==> src/rtl/dcache_snoop_responder_if.sv <==
// Snoop/invalidate bus between the coherence controller, the dcache frame arrays
// and the snoop responder. The master side is the controller plus frame storage.
interface dcache_snoop_responder_if #(
  parameter int SETS = 8,
  parameter int WAYS = 2
);
  localparam int IDX_W = $clog2(SETS);
  localparam int TAG_W = 32 - IDX_W - 3;
  localparam int WAY_W = $clog2(WAYS);

  // Supply handshake: while cctrans is high, dstore/daddr hold one word; the word
  // is accepted at the rising edge of any cycle in which dwait is low.
  logic                  ccwait;
  logic                  ccinv;
  logic [31:0]           ccsnoopaddr;
  logic                  dwait;

  logic [IDX_W-1:0]      snp_idx;
  logic [WAYS-1:0]       way_valid;
  logic [WAYS-1:0]       way_dirty;
  logic [WAYS*TAG_W-1:0] way_tag;
  logic [WAYS*64-1:0]    way_data;

  logic                  upd_en;
  logic [WAY_W-1:0]      upd_way;
  logic [IDX_W-1:0]      upd_idx;
  logic                  upd_valid;
  logic                  upd_dirty;

  logic                  cctrans;
  logic [31:0]           dstore;
  logic [31:0]           daddr;
  logic                  snp_active;

  logic [31:0]           link_addr;
  logic                  link_valid;
  logic                  link_clear;

  modport master (
    output ccwait, ccinv, ccsnoopaddr, dwait,
    output way_valid, way_dirty, way_tag, way_data,
    output link_addr, link_valid,
    input  snp_idx, upd_en, upd_way, upd_idx, upd_valid, upd_dirty,
    input  cctrans, dstore, daddr, snp_active, link_clear
  );

  modport slave (
    input  ccwait, ccinv, ccsnoopaddr, dwait,
    input  way_valid, way_dirty, way_tag, way_data,
    input  link_addr, link_valid,
    output snp_idx, upd_en, upd_way, upd_idx, upd_valid, upd_dirty,
    output cctrans, dstore, daddr, snp_active, link_clear
  );
endinterface

==> src/rtl/dcache_snoop_responder.sv <==
// Cache-side MSI snoop responder: supplies Modified blocks on snoop hits, downgrades
// them to Shared, invalidates on ccinv and clears a matching LL/SC reservation.
module dcache_snoop_responder #(
  parameter int SETS = 8,
  parameter int WAYS = 2
) (
  input  logic                          CLK,
  input  logic                          nRST,
  dcache_snoop_responder_if.slave       bus,
  output logic [2:0]                    dbg_state
);
  localparam int IDX_W = $clog2(SETS);
  localparam int TAG_W = 32 - IDX_W - 3;
  localparam int WAY_W = $clog2(WAYS);

  typedef enum logic [2:0] {
    IDLE  = 3'd0,
    SUP0  = 3'd1,
    SUP1  = 3'd2,
    HOLD  = 3'd3,
    INVAL = 3'd4
  } state_t;

  state_t state, state_n;

  logic [TAG_W-1:0] snp_tag;
  logic [IDX_W-1:0] snp_idx_w;

  logic             hit_any;
  logic [WAY_W-1:0] hit_way;
  logic             hitm_any;
  logic [WAY_W-1:0] hitm_way;
  logic [31:0]      sup_word0;
  logic [31:0]      sup_word1;

  logic             hit_q;
  logic [WAY_W-1:0] way_q;
  logic [IDX_W-1:0] idx_q;
  logic [TAG_W-1:0] tag_q;
  logic [28:0]      base_q;
  logic [31:0]      word1_q;
  logic [31:0]      dstore_q;
  logic [31:0]      daddr_q;
  logic             cctrans_q;

  logic             load_inv;
  logic             load_sup;
  logic             adv_word;
  logic             sup_done;
  logic             link_match;

  logic             unused_addr_bits;

  assign snp_tag   = bus.ccsnoopaddr[31 -: TAG_W];
  assign snp_idx_w = bus.ccsnoopaddr[3 +: IDX_W];
  assign unused_addr_bits = ^{bus.ccsnoopaddr[2:0], bus.link_addr[2:0]};

  // Descending scan so the lowest matching way is the last writer and wins.
  always_comb begin
    hit_any   = 1'b0;
    hit_way   = '0;
    hitm_any  = 1'b0;
    hitm_way  = '0;
    sup_word0 = '0;
    sup_word1 = '0;
    for (int k = WAYS - 1; k >= 0; k--) begin
      if (bus.way_valid[k] && (bus.way_tag[k*TAG_W +: TAG_W] == snp_tag)) begin
        hit_any = 1'b1;
        hit_way = WAY_W'(k);
        if (bus.way_dirty[k]) begin
          hitm_any  = 1'b1;
          hitm_way  = WAY_W'(k);
          sup_word0 = bus.way_data[k*64 +: 32];
          sup_word1 = bus.way_data[k*64+32 +: 32];
        end
      end
    end
  end

  assign link_match = bus.link_valid && (bus.link_addr[31:3] == {tag_q, idx_q});

  always_ff @(posedge CLK or negedge nRST) begin
    if (!nRST) begin
      state <= IDLE;
    end else begin
      state <= state_n;
    end
  end

  always_comb begin
    state_n       = state;
    load_inv      = 1'b0;
    load_sup      = 1'b0;
    adv_word      = 1'b0;
    sup_done      = 1'b0;
    bus.upd_en    = 1'b0;
    bus.upd_way   = '0;
    bus.upd_idx   = '0;
    bus.upd_valid = 1'b0;
    bus.upd_dirty = 1'b0;
    bus.link_clear = 1'b0;
    case (state)
      IDLE: begin
        if (bus.ccinv) begin
          load_inv = 1'b1;
          state_n  = INVAL;
        end else if (bus.ccwait && hitm_any) begin
          load_sup = 1'b1;
          state_n  = SUP0;
        end else if (bus.ccwait) begin
          state_n  = HOLD;
        end
      end
      SUP0: begin
        if (!bus.dwait) begin
          adv_word = 1'b1;
          state_n  = SUP1;
        end
      end
      SUP1: begin
        if (!bus.dwait) begin
          sup_done      = 1'b1;
          bus.upd_en    = 1'b1;
          bus.upd_way   = way_q;
          bus.upd_idx   = idx_q;
          bus.upd_valid = 1'b1;
          bus.upd_dirty = 1'b0;
          state_n       = IDLE;
        end
      end
      HOLD: begin
        if (bus.ccinv) begin
          load_inv = 1'b1;
          state_n  = INVAL;
        end else if (!bus.ccwait) begin
          state_n  = IDLE;
        end
      end
      INVAL: begin
        // A miss still checks the reservation: the link may name a block we lost earlier.
        bus.upd_en     = hit_q;
        bus.upd_way    = hit_q ? way_q : '0;
        bus.upd_idx    = hit_q ? idx_q : '0;
        bus.link_clear = link_match;
        state_n        = IDLE;
      end
      default: begin
        state_n = IDLE;
      end
    endcase
  end

  // dstore/daddr/cctrans are registered so the controller's latched copy stays stable.
  always_ff @(posedge CLK or negedge nRST) begin
    if (!nRST) begin
      hit_q     <= 1'b0;
      way_q     <= '0;
      idx_q     <= '0;
      tag_q     <= '0;
      base_q    <= '0;
      word1_q   <= '0;
      dstore_q  <= '0;
      daddr_q   <= '0;
      cctrans_q <= 1'b0;
    end else begin
      if (load_inv) begin
        hit_q <= hit_any;
        way_q <= hit_way;
        idx_q <= snp_idx_w;
        tag_q <= snp_tag;
      end
      if (load_sup) begin
        hit_q     <= 1'b1;
        way_q     <= hitm_way;
        idx_q     <= snp_idx_w;
        tag_q     <= snp_tag;
        base_q    <= bus.ccsnoopaddr[31:3];
        word1_q   <= sup_word1;
        dstore_q  <= sup_word0;
        daddr_q   <= {bus.ccsnoopaddr[31:3], 3'b000};
        cctrans_q <= 1'b1;
      end
      if (adv_word) begin
        dstore_q <= word1_q;
        daddr_q  <= {base_q, 3'b100};
      end
      if (sup_done) begin
        dstore_q  <= '0;
        daddr_q   <= '0;
        cctrans_q <= 1'b0;
      end
    end
  end

  assign bus.snp_idx    = snp_idx_w;
  assign bus.cctrans    = cctrans_q;
  assign bus.dstore     = dstore_q;
  assign bus.daddr      = daddr_q;
  assign bus.snp_active = (state != IDLE) || bus.ccwait || bus.ccinv;
  assign dbg_state      = state;

endmodule

==> src/flat_wrapper.sv <==
// flat-port wrapper written by rule: the top's interface ports become plain ports
module dcache_snoop_responder_flat 
#(
  parameter int SETS = 8,
  parameter int WAYS = 2
)
  (CLK, nRST, dbg_state, bus_ccwait, bus_ccinv, bus_ccsnoopaddr, bus_dwait, bus_way_valid, bus_way_dirty, bus_way_tag, bus_way_data, bus_link_addr, bus_link_valid, bus_snp_idx, bus_upd_en, bus_upd_way, bus_upd_idx, bus_upd_valid, bus_upd_dirty, bus_cctrans, bus_dstore, bus_daddr, bus_snp_active, bus_link_clear);
  dcache_snoop_responder_if #(.SETS(SETS), .WAYS(WAYS)) bus_i ();
  input  logic CLK;
  input  logic nRST;
  output logic [2:0] dbg_state;
  input wire logic [$bits(bus_i.ccwait)-1:0] bus_ccwait;
  input wire logic [$bits(bus_i.ccinv)-1:0] bus_ccinv;
  input wire logic [$bits(bus_i.ccsnoopaddr)-1:0] bus_ccsnoopaddr;
  input wire logic [$bits(bus_i.dwait)-1:0] bus_dwait;
  input wire logic [$bits(bus_i.way_valid)-1:0] bus_way_valid;
  input wire logic [$bits(bus_i.way_dirty)-1:0] bus_way_dirty;
  input wire logic [$bits(bus_i.way_tag)-1:0] bus_way_tag;
  input wire logic [$bits(bus_i.way_data)-1:0] bus_way_data;
  input wire logic [$bits(bus_i.link_addr)-1:0] bus_link_addr;
  input wire logic [$bits(bus_i.link_valid)-1:0] bus_link_valid;
  output wire logic [$bits(bus_i.snp_idx)-1:0] bus_snp_idx;
  output wire logic [$bits(bus_i.upd_en)-1:0] bus_upd_en;
  output wire logic [$bits(bus_i.upd_way)-1:0] bus_upd_way;
  output wire logic [$bits(bus_i.upd_idx)-1:0] bus_upd_idx;
  output wire logic [$bits(bus_i.upd_valid)-1:0] bus_upd_valid;
  output wire logic [$bits(bus_i.upd_dirty)-1:0] bus_upd_dirty;
  output wire logic [$bits(bus_i.cctrans)-1:0] bus_cctrans;
  output wire logic [$bits(bus_i.dstore)-1:0] bus_dstore;
  output wire logic [$bits(bus_i.daddr)-1:0] bus_daddr;
  output wire logic [$bits(bus_i.snp_active)-1:0] bus_snp_active;
  output wire logic [$bits(bus_i.link_clear)-1:0] bus_link_clear;
  assign bus_i.ccwait = bus_ccwait;
  assign bus_i.ccinv = bus_ccinv;
  assign bus_i.ccsnoopaddr = bus_ccsnoopaddr;
  assign bus_i.dwait = bus_dwait;
  assign bus_i.way_valid = bus_way_valid;
  assign bus_i.way_dirty = bus_way_dirty;
  assign bus_i.way_tag = bus_way_tag;
  assign bus_i.way_data = bus_way_data;
  assign bus_i.link_addr = bus_link_addr;
  assign bus_i.link_valid = bus_link_valid;
  assign bus_snp_idx = bus_i.snp_idx;
  assign bus_upd_en = bus_i.upd_en;
  assign bus_upd_way = bus_i.upd_way;
  assign bus_upd_idx = bus_i.upd_idx;
  assign bus_upd_valid = bus_i.upd_valid;
  assign bus_upd_dirty = bus_i.upd_dirty;
  assign bus_cctrans = bus_i.cctrans;
  assign bus_dstore = bus_i.dstore;
  assign bus_daddr = bus_i.daddr;
  assign bus_snp_active = bus_i.snp_active;
  assign bus_link_clear = bus_i.link_clear;
  dcache_snoop_responder #(.SETS(SETS), .WAYS(WAYS)) u_core (.CLK(CLK), .nRST(nRST), .bus(bus_i), .dbg_state(dbg_state));
endmodule
==> config.mk <==
export PLATFORM = sky130hd
export DESIGN_NAME = dcache_snoop_responder_flat
export DESIGN_NICKNAME = d
export VERILOG_FILES = /design/src/rtl/dcache_snoop_responder_if.sv /design/src/rtl/dcache_snoop_responder.sv /design/src/flat_wrapper.sv
export SDC_FILE = /design/constraint.sdc
export NUM_CORES = 1
export LEC_CHECK = 0
export ABC_AREA = 1
export CAP_MARGIN = 20
export CORE_ASPECT_RATIO = 0.7
export CORE_MARGIN = 2
export CORE_UTILIZATION = 40
export CTS_CLUSTER_DIAMETER = 100
export DETAILED_ROUTE_END_ITERATION = 12
export GPL_TIMING_DRIVEN = 0
export PLACE_DENSITY = 0.71
export SETUP_SLACK_MARGIN = 0.1
export SYNTH_ARGS = -nofsm -noshare
export SYNTH_HDL_FRONTEND = slang
export SYNTH_SLANG_ARGS = --single-unit
==> constraint.sdc <==
create_clock -name CLK -period 2.4 [get_ports CLK]
set_input_delay 0.36 -clock CLK [delete_from_list [all_inputs] [get_ports CLK]]
set_output_delay 0.36 -clock CLK [all_outputs]
set_load 0.01 [all_outputs]
# Word level (Yosys, flattened, before mapping)
# Cells that the tools add are included.
[word_totals]
regBits = 160
inputBits = 254
out_inout_bits = 80
elab_cells = 91
[classes]
eq_ne = 11
mux = 57
reduce_logical = 13
[op_table]
columns = ["op", "n"]
rows = [
  ["$mux W32", 14],
  ["$eq A26 B26 Y1", 2],
  ["$mux W26", 2],
  ["$mux W3", 11],
  ["$eq A29 B29 Y1", 1],
  ["$mux W1", 26],
  ["$pmux W3 S4", 1],
  ["$eq A3 B2 Y1 const B", 2],
  ["$pmux W3 S2", 1],
  ["$reduce_bool A3 Y1", 2],
  ["$logic_and A1 B1 Y1", 4],
  ["$ne A2 B2 Y1 const B", 2],
  ["$ne A4 B3 Y1 const B", 1],
  ["$pmux W1 S2", 2],
  ["$reduce_and A4 Y1", 1],
  ["$reduce_bool A2 Y1", 2],
  ["$eq A3 B1 Y1 const B", 1],
  ["$eq A3 B3 Y1 const B", 1],
  ["$logic_not A3 Y1", 1],
  ["$ne A3 B3 Y1 const B", 1],
  ["$logic_or A1 B1 Y1", 2],
  ["$reduce_or A2 Y1", 1],
]

# Depth between registers and ports, before layout
# Gate-level depths: netlist of run 1.
[depth]
ltp_word = 12
depth_mapped = 16
depth_no_buf = 15

# Worst setup path before layout of run 1
# Ideal clock, no wire load.
[synth_path]
kind = "reg2out"
startpoint = "reg u_core.state[1] (netlist: u_core.dbg_state[1])"
endpoint = "out bus_upd_idx[0]"
arrival_time_ps = 1752
t_required_ps = 2040
path_slack_ps = 288
stages_incl_launch_ff = 10
path_buffers = 1
cell_sequence = "dfrtp_1 -> inv_1 -> nor2_1 -> nand2_1 -> nor2_1 -> inv_1 -> clkbuf_1 -> o21ai_0 -> inv_1 -> nor2_1"
[synth_between]
elab_chain_len = 2
elab_cells_between_ends = 3
cone_classes = "eq/ne (2); mux (1)"
[synth_lines]
columns = ["item", "line_no", "source"]
rows = [
  ["start, declared", "dcache_snoop_responder.sv:24", "state_t state, state_n;"],
  ["start signal, assigned", "dcache_snoop_responder.sv:86", "state <= state_n;"],
  ["$eq A3 B3 Y1 or $eq A3 B2 Y1 (tied branches)", "dcache_snoop_responder.sv:102", "case (state)"],
  ["$pmux W3 S2 *", "dcache_snoop_responder.sv:102", ""],
  ["end, declared", "flat_wrapper.sv:25", "output wire logic [$bits(bus_i.upd_idx)-1:0] bus_upd_idx;"],
]
# Every way passes the cells marked *; elsewhere a longest branch is shown, timed or not.

# Worst setup path after layout of run 1
[layout_path]
startpoint = "reg u_core.state[1] (netlist: u_core.dbg_state[1])"
endpoint = "out bus_upd_valid"
[layout_between]
elab_chain_len = 2
[layout_lines]
columns = ["item", "line_no", "source"]
rows = [
  ["$eq A3 B2 Y1", "dcache_snoop_responder.sv:102", ""],
  ["$mux W1", "dcache_snoop_responder.sv:102", ""],
  ["end, declared", "flat_wrapper.sv:26", "output wire logic [$bits(bus_i.upd_valid)-1:0] bus_upd_valid;"],
]
# Every way passes these cells.

==> impl_metrics.py, run 1 <==
metrics = {
    "routing": {
        "initialDrtViolationCount": 1184,
        "drt_pass1_iterations": 7,
        "wl_per_cell_um": 18.6,
        "routed_wl_um": 42000,
        "vias": 11600,
        "drc_errors": 0,
        "antenna_left": 0,
        "avgViaCountPerCell": 5.13,
    },
    "cts": {
        "clkSlewWorstSetupHoldPaths_ns": 0.06,
        "cts_max_path_buffers": 2,
        "cts_tree": "done",
        "clock_latency_ns": 0.44,
        "h-tree-depth": 4,
        "cts_sinks": 158,
        "cts-root-buf": "clkbuf_16",
        "numCtsBuffers": 17,
    },
    "timing": {
        "period_minus_slack_ns": 2.24,
        "rsz0062_at_grt": "true",
        "layout_worst_path_cycle_share_pct": 93.4,
        "drv_slew": 0,
        "fmax_mhz": 446,
        "slew_headroom_pct": 51.1,
        "hold_viol": 0,
        "finClkSkew_ns": 0.00955,
        "tightest_slew_ns": 0.733,
        "setup_ws_ns": 0.159,
        "setup_violations": 0,
    },
    "run": {
        "maxCapViolations": 0,
    },
    "floorplanning": {
        "fp.coreArea_sq_mm": 0.0246,
        "num_io_pins": 334,
        "die-area_sq_mm": 0.0262,
        "die_h_um": 136,
        "die_x_um": 193,
        "rows": 48,
        "initial_core_util_pct": 40.6,
    },
    "place": {
        "dpl.hpwl_um": 32600,
        "dp_slack_ns": -1.12,
        "globalplace.congestion": 0.969,
        "portBuffers": 323,
    },
    "grt": {
        "grt_max_degree": 90,
        "grt_overflow": 0,
        "grt_pass1_wl_um": 60500,
        "antenna_found_initial": 1,
        "track_usage_pct": 31.1,
        "grt_pass1_vias": 10600,
    },
    "run_status": {
        "outcome": "finished, final reports clean",
    },
    "logic_synthesis": {
        "synth_warnings": 0,
        "postSynthCellCount": 1545,
        "syn_area_sq_mm": 0.00998,
        "synthDistinctLibCells": 37,
        "synth_top_cell_area_share_pct": 39.6,
        "synth-edff-count": 0,
        "synth_area_leaders": "dfrtp_1, nand2_1, nand3_1",
        "synth_ff_type": "dfrtp_1",
        "syn_area_per_cell_sq_um": 6.46,
        "synth-async-reset-ratio_pct": 100,
        "synth.most_common_cell": "nand2_1",
        "ys_ff_latch": 158,
        "yosys-top-cells-count": "nand2_1, nand3_1, inv_1, dfrtp_1, nor2_1",
        "seq_area_frac_synth_pct": 39.6,
        "synth_top_cell_by_area": "dfrtp_1",
    },
    "pwr": {
        "irDropWorstVdd_uv": 605,
        "finalPower_w": 0.0121,
        "p_leak_nw": 7.86,
        "pwr_density_cell_mw_per_mm2": 808,
    },
    "layout": {
        "nets": 2172,
        "drive_gt1_share_pct": 11.2,
        "area_delta_synth_final_pct": 49.6,
    },
    "critical_path": {
        "critical_path_class": "reg2out",
        "start_kind": "register",
        "critPathMaxFanout": 16,
        "crit_path_end_kind": "output port",
        "critPathRequiredTime_ns": 2.04,
        "cp.arrival_ns": 1.88,
    },
    "min_path": {
        "hp-class": "in2reg",
    },
}
-- final timing paths --
path / from / endpoint / slack [ns] / cells after the start
worst max-delay path: u_core.dbg_state[1]$_DFFE_PN0P_ / bus_upd_valid / 0.16 / 7
min in group asynchronous: nRST / u_core.bus.daddr[20]$_DFFE_PN0P_ / 0.49 / 2
worst max register to register: u_core.dbg_state[2]$_DFFE_PN0P_ / u_core.bus.daddr[11]$_DFFE_PN0P_ / 0.27 / 11
worst min register to register: u_core.base_q[26]$_DFFE_PN0P_ / u_core.base_q[26]$_DFFE_PN0P_ / 0.49 / 2
max in group asynchronous: nRST / u_core.tag_q[12]$_DFFE_PN0P_ / 1.02 / 3
worst min-delay path: bus_ccsnoopaddr[6] / u_core.tag_q[0]$_DFFE_PN0P_ / 0.25 / 3
-- report_power, final --
part | internal [W] | switching (W) | total [W]
clock | 0.00172 | 0.00113 | 0.00285
sequential | 0.00340 | 0.000437 | 0.00384
combinational | 0.00249 | 0.00289 | 0.00538
total | 0.00760 | 0.00446 | 0.0121
-- timing repair --
action	CTS	global route
pin swaps	5	13
setup endpoints to repair	163	163
gates resized for setup	97	132
endpoints found under the hold margin	69	0
cloned	0	9
buffers inserted	7	12
hold buffers	1	0
-- critical path, stage by stage, from the launching register on --
cell and delay [ns]:
dfrtp_1 0.38, inv_1 0.08, nor2_2 0.09, nand2_2 0.08, nor2_4 0.17, buf_4 0.15
buf_6 0.19, dlygate4sd2_1 0.30
-- sequential cells by signal (all words and copies together), names as in the netlist --
name and count:
u_core.way_q 1, u_core.bus.cctrans 1, u_core.idx_q 3, u_core.bus.daddr 30, u_core.word1_q 32, u_core.hit_q 1, u_core.bus.dstore 32, u_core.tag_q 26
u_core.dbg_state 3, u_core.base_q 29
-- cell usage in the layout (no fill, tap or decap), types with 10 or more instances in the layout --
cell	count
nand4_1	14
nand2_2	16
clkbuf_2	23
clkdlybuf4s50_1	269
inv_2	29
o21ai_1	40
nand2_1	502
a21oi_1	63
nor2_2	10
clkbuf_16	25
inv_1	199
dlygate4sd2_1	12
nor2_1	112
clkbuf_1	20
buf_2	20
nand3_1	211
dlymetal6s2s_1	19
o21ai_0	44
buf_4	33
dfrtp_1	158
-- per-stage QoR --
step	utilization [%]	cells	setup TNS (ns)	instance area, sq um	hold slack, ns
after floorplan	-	1547	0	9980	0.0644
after global placement	55.5	2195	-1001.67	13600	0.468
after detailed placement	55.6	2196	-113.11	13700	0.359
after CTS	58.6	2235	0	14400	0.391
after global routing	60.7	2256	0	14900	0.244
final	60.7	2257	0	14900	0.251
-- final cells by class --
cell class | instances | area [sq um]
fill | 2311 | 9640
multi-input combinational | 1076 | 4960
sequential | 158 | 3950
timing repair buffer | 352 | 3560
inverter | 231 | 872
buffer | 82 | 551
clock buffer | 22 | 474
tap | 325 | 407
clock inverter | 10 | 136
antenna | 1 | 2.50
-- metal layers --
layer / share of wire (%) / track usage, % / up-vias
li1: - / - / 5556
met1: 45 / 44.9 / 5401
met2: 43 / 45.8 / 574
met3: 10 / 8.44 / 51
met4: 2.0 / 8.31 / 0
met5: 0 / 0 / -
-- cell families (layout without fill, tap and decap cells) --
group | after synthesis | count (layout) | synth area share (%)
AOI/OAI and AO/OA | 166 | 166 | 8.74
xor gates and xnor gates | 18 | 18 | 1.58
buffers and inverters | 314 | 697 | 13.0
DFF | 158 | 158 | 39.6
other | 1 | 4 | 0.0376
and+or+nand+nor | 888 | 889 | 37.0
No activity file was read; power rests on OpenSTA's default activity.
==> run 2: changes to the inputs <==
--- a/config.mk
+++ b/config.mk
@@ -6,11 +6,10 @@
 export NUM_CORES = 1
 export LEC_CHECK = 0
 export ABC_AREA = 1
-export CAP_MARGIN = 20
-export CORE_ASPECT_RATIO = 0.7
 export CORE_MARGIN = 2
 export CORE_UTILIZATION = 40
 export CTS_CLUSTER_DIAMETER = 100
+export CTS_CLUSTER_SIZE = 24
 export DETAILED_ROUTE_END_ITERATION = 12
 export GPL_TIMING_DRIVEN = 0
 export PLACE_DENSITY = 0.71
==> impl_metrics.py, run 2 (synthesis gave the netlist of run 1 again) <==
metrics = {
    "place": {
        "dpl.hpwl_um": 33300,
        "dpl_cell_area_sq_mm": 0.0137,
        "portBuffers": 323,
        "globalplace.congestion": 1.02,
        "dp.cells": 2195,
    },
    "routing": {
        "drt_pass1_iterations": 6,
        "vias": 11500,
        "met3_length_um": 2700,
        "top_layer": "met4",
        "initialDrtViolationCount": 1020,
        "wl_met1_um": 18100,
        "avgViaCountPerCell": 5.12,
        "drc_errors": 0,
        "wl_per_cell_um": 18.9,
        "met2_length_um": 20000,
        "routed_wl_um": 42500,
        "antenna_left": 0,
    },
    "floorplanning": {
        "initial_core_util_pct": 40.9,
        "die-area_sq_mm": 0.0262,
        "fp.coreArea_sq_mm": 0.0244,
        "rows": 57,
        "num_io_pins": 334,
        "die_h_um": 162,
        "die_x_um": 162,
    },
    "timing": {
        "setup_violations": 0,
        "hold_viol": 0,
        "period_minus_slack_ns": 2.24,
        "drv_slew": 0,
        "finClkSkew_ns": 0.0157,
        "slew_headroom_pct": 55.7,
        "fmax_mhz": 446,
        "layout_worst_path_cycle_share_pct": 93.5,
        "tightest_slew_ns": 0.664,
        "rsz0062_at_grt": "true",
    },
    "critical_path": {
        "start_kind": "register",
        "crit_path_end_kind": "output port",
        "critical_path_class": "reg2out",
        "cp.arrival_ns": 1.88,
        "critPathMaxFanout": 10,
        "critPathRequiredTime_ns": 2.04,
        "critPathSlowestCell": "dfrtp_1",
        "cp_slowest_stage_delay_ns": 0.44,
        "crit_chain": "nor2_2 -> nand2_2 -> nor2_4 -> inv_4 -> clkbuf_16 -> o21ai_2 -> inv_2 -> nor2_1 -> clkbuf_2",
    },
    "cts": {
        "cts_max_path_buffers": 2,
        "cts_sinks": 158,
        "h-tree-depth": 4,
        "cts_tree": "done",
        "cts-root-buf": "clkbuf_16",
        "clkSlewWorstSetupHoldPaths_ns": 0.07,
        "clock_latency_ns": 0.44,
        "numCtsBuffers": 17,
    },
    "pwr": {
        "irDropWorstVdd_uv": 430,
        "pwr_density_cell_mw_per_mm2": 782,
        "p_leak_nw": 7.89,
        "finalPower_w": 0.0116,
    },
    "run": {
        "maxCapViolations": 0,
    },
    "layout": {
        "nets": 2171,
        "layout_commonest_cell": "nand2_1",
        "layout_common_cells": "nand2_1, clkdlybuf4s50_1, nand3_1",
        "area_delta_synth_final_pct": 48.9,
        "final_cells": 2256,
        "drive_gt1_share_pct": 11.0,
        "ff_latch_area_sq_mm": 0.00395,
        "multi_input_area_sq_mm": 0.00497,
        "fin_area_sq_mm": 0.0149,
        "fill_cells": 2363,
    },
    "grt": {
        "grt_pass1_wl_um": 62900,
        "track_usage_pct": 31.8,
        "antenna_found_initial": 4,
        "grt_overflow": 0,
        "grt_pass1_vias": 11000,
        "grt_max_degree": 113,
    },
    "run_status": {
        "outcome": "finished, final reports clean",
    },
    "min_path": {
        "hp-class": "in2reg",
    },
}
==> run 2: worst paths after layout <==
check	from	end	slack, ns	cells past startpoint
setup / recovery	u_core.dbg_state[0]$_DFFE_PN0P_	bus_upd_idx[1]	0.16	9
min in group asynchronous	nRST	u_core.tag_q[11]$_DFFE_PN0P_	0.41	2
max in group asynchronous	nRST	u_core.bus.daddr[5]$_DFFE_PN0P_	1.05	3
hold / removal	bus_ccsnoopaddr[21]	u_core.tag_q[15]$_DFFE_PN0P_	0.28	3
hold reg to reg	u_core.base_q[27]$_DFFE_PN0P_	u_core.base_q[27]$_DFFE_PN0P_	0.49	2
setup reg to reg	u_core.dbg_state[2]$_DFFE_PN0P_	u_core.bus.dstore[1]$_DFFE_PN0P_	0.29	13
==> run 2: layout make-up <==
class / count / share of cell area, %
inverters: 231 / 5.85
flip-flops and latches: 158 / 26.6
repair buffers: 350 / 24.0
multi-input cells: 1077 / 33.5
clock inverters: 11 / 0.573
plain buffers: 82 / 3.80
diodes: 4 / 0.0674
clock buffers: 19 / 2.91
well taps: 324 / 2.73
==> run 2: critical path: cells and delay by family, from the launching register on <==
family	cells	cell delay (ns)
compound gates	1	0.09
buf+inv	4	0.46
flops	1	0.44
simple gates	4	0.46
==> run 2: where the power goes <==
part / total (W) / internal [W] / switching (W) / leakage [nW]
combinational: 0.00528 / 0.00246 / 0.00281 / 5.71
sequential: 0.00384 / 0.00340 / 0.000440 / 1.94
clock: 0.00251 / 0.00132 / 0.00118 / 0.247
total: 0.0116 / 0.00718 / 0.00444 / 7.89
==> run 2: stage by stage <==
stage | hold WS (ns) | setup TNS [ns] | setup slack (ns) | utilization [%]
2_1_floorplan | 0.0644 | 0 | 0.288 | -
3_5_place_dp | 0.284 | -113.77 | -0.929 | 56.0
3_3_place_gp | 0.468 | -1027.58 | -5.81 | 55.9
5_1_grt | 0.279 | 0 | 0.0486 | 60.9
4_1_cts | 0.389 | 0 | 0.00133 | 58.5
6_report | 0.276 | 0 | 0.156 | 60.9
==> run 2: what timing repair did <==
item,4_1_cts,5_1_grt
buffers inserted,4,13
setup endpoints to repair,163,162
pin swaps,3,20
endpoints found under the hold margin,46,0
gates cloned,0,10
gates resized for setup,82,161
hold buffers,1,0
==> run 2: metal layers <==
layer | global-route usage, % | up-vias
met3 | 4.88 | 93
met2 | 51.5 | 479
met1 | 42.3 | 5415
li1 | - | 5561
met4 | 13.9 | 0
met5 | 0 | -
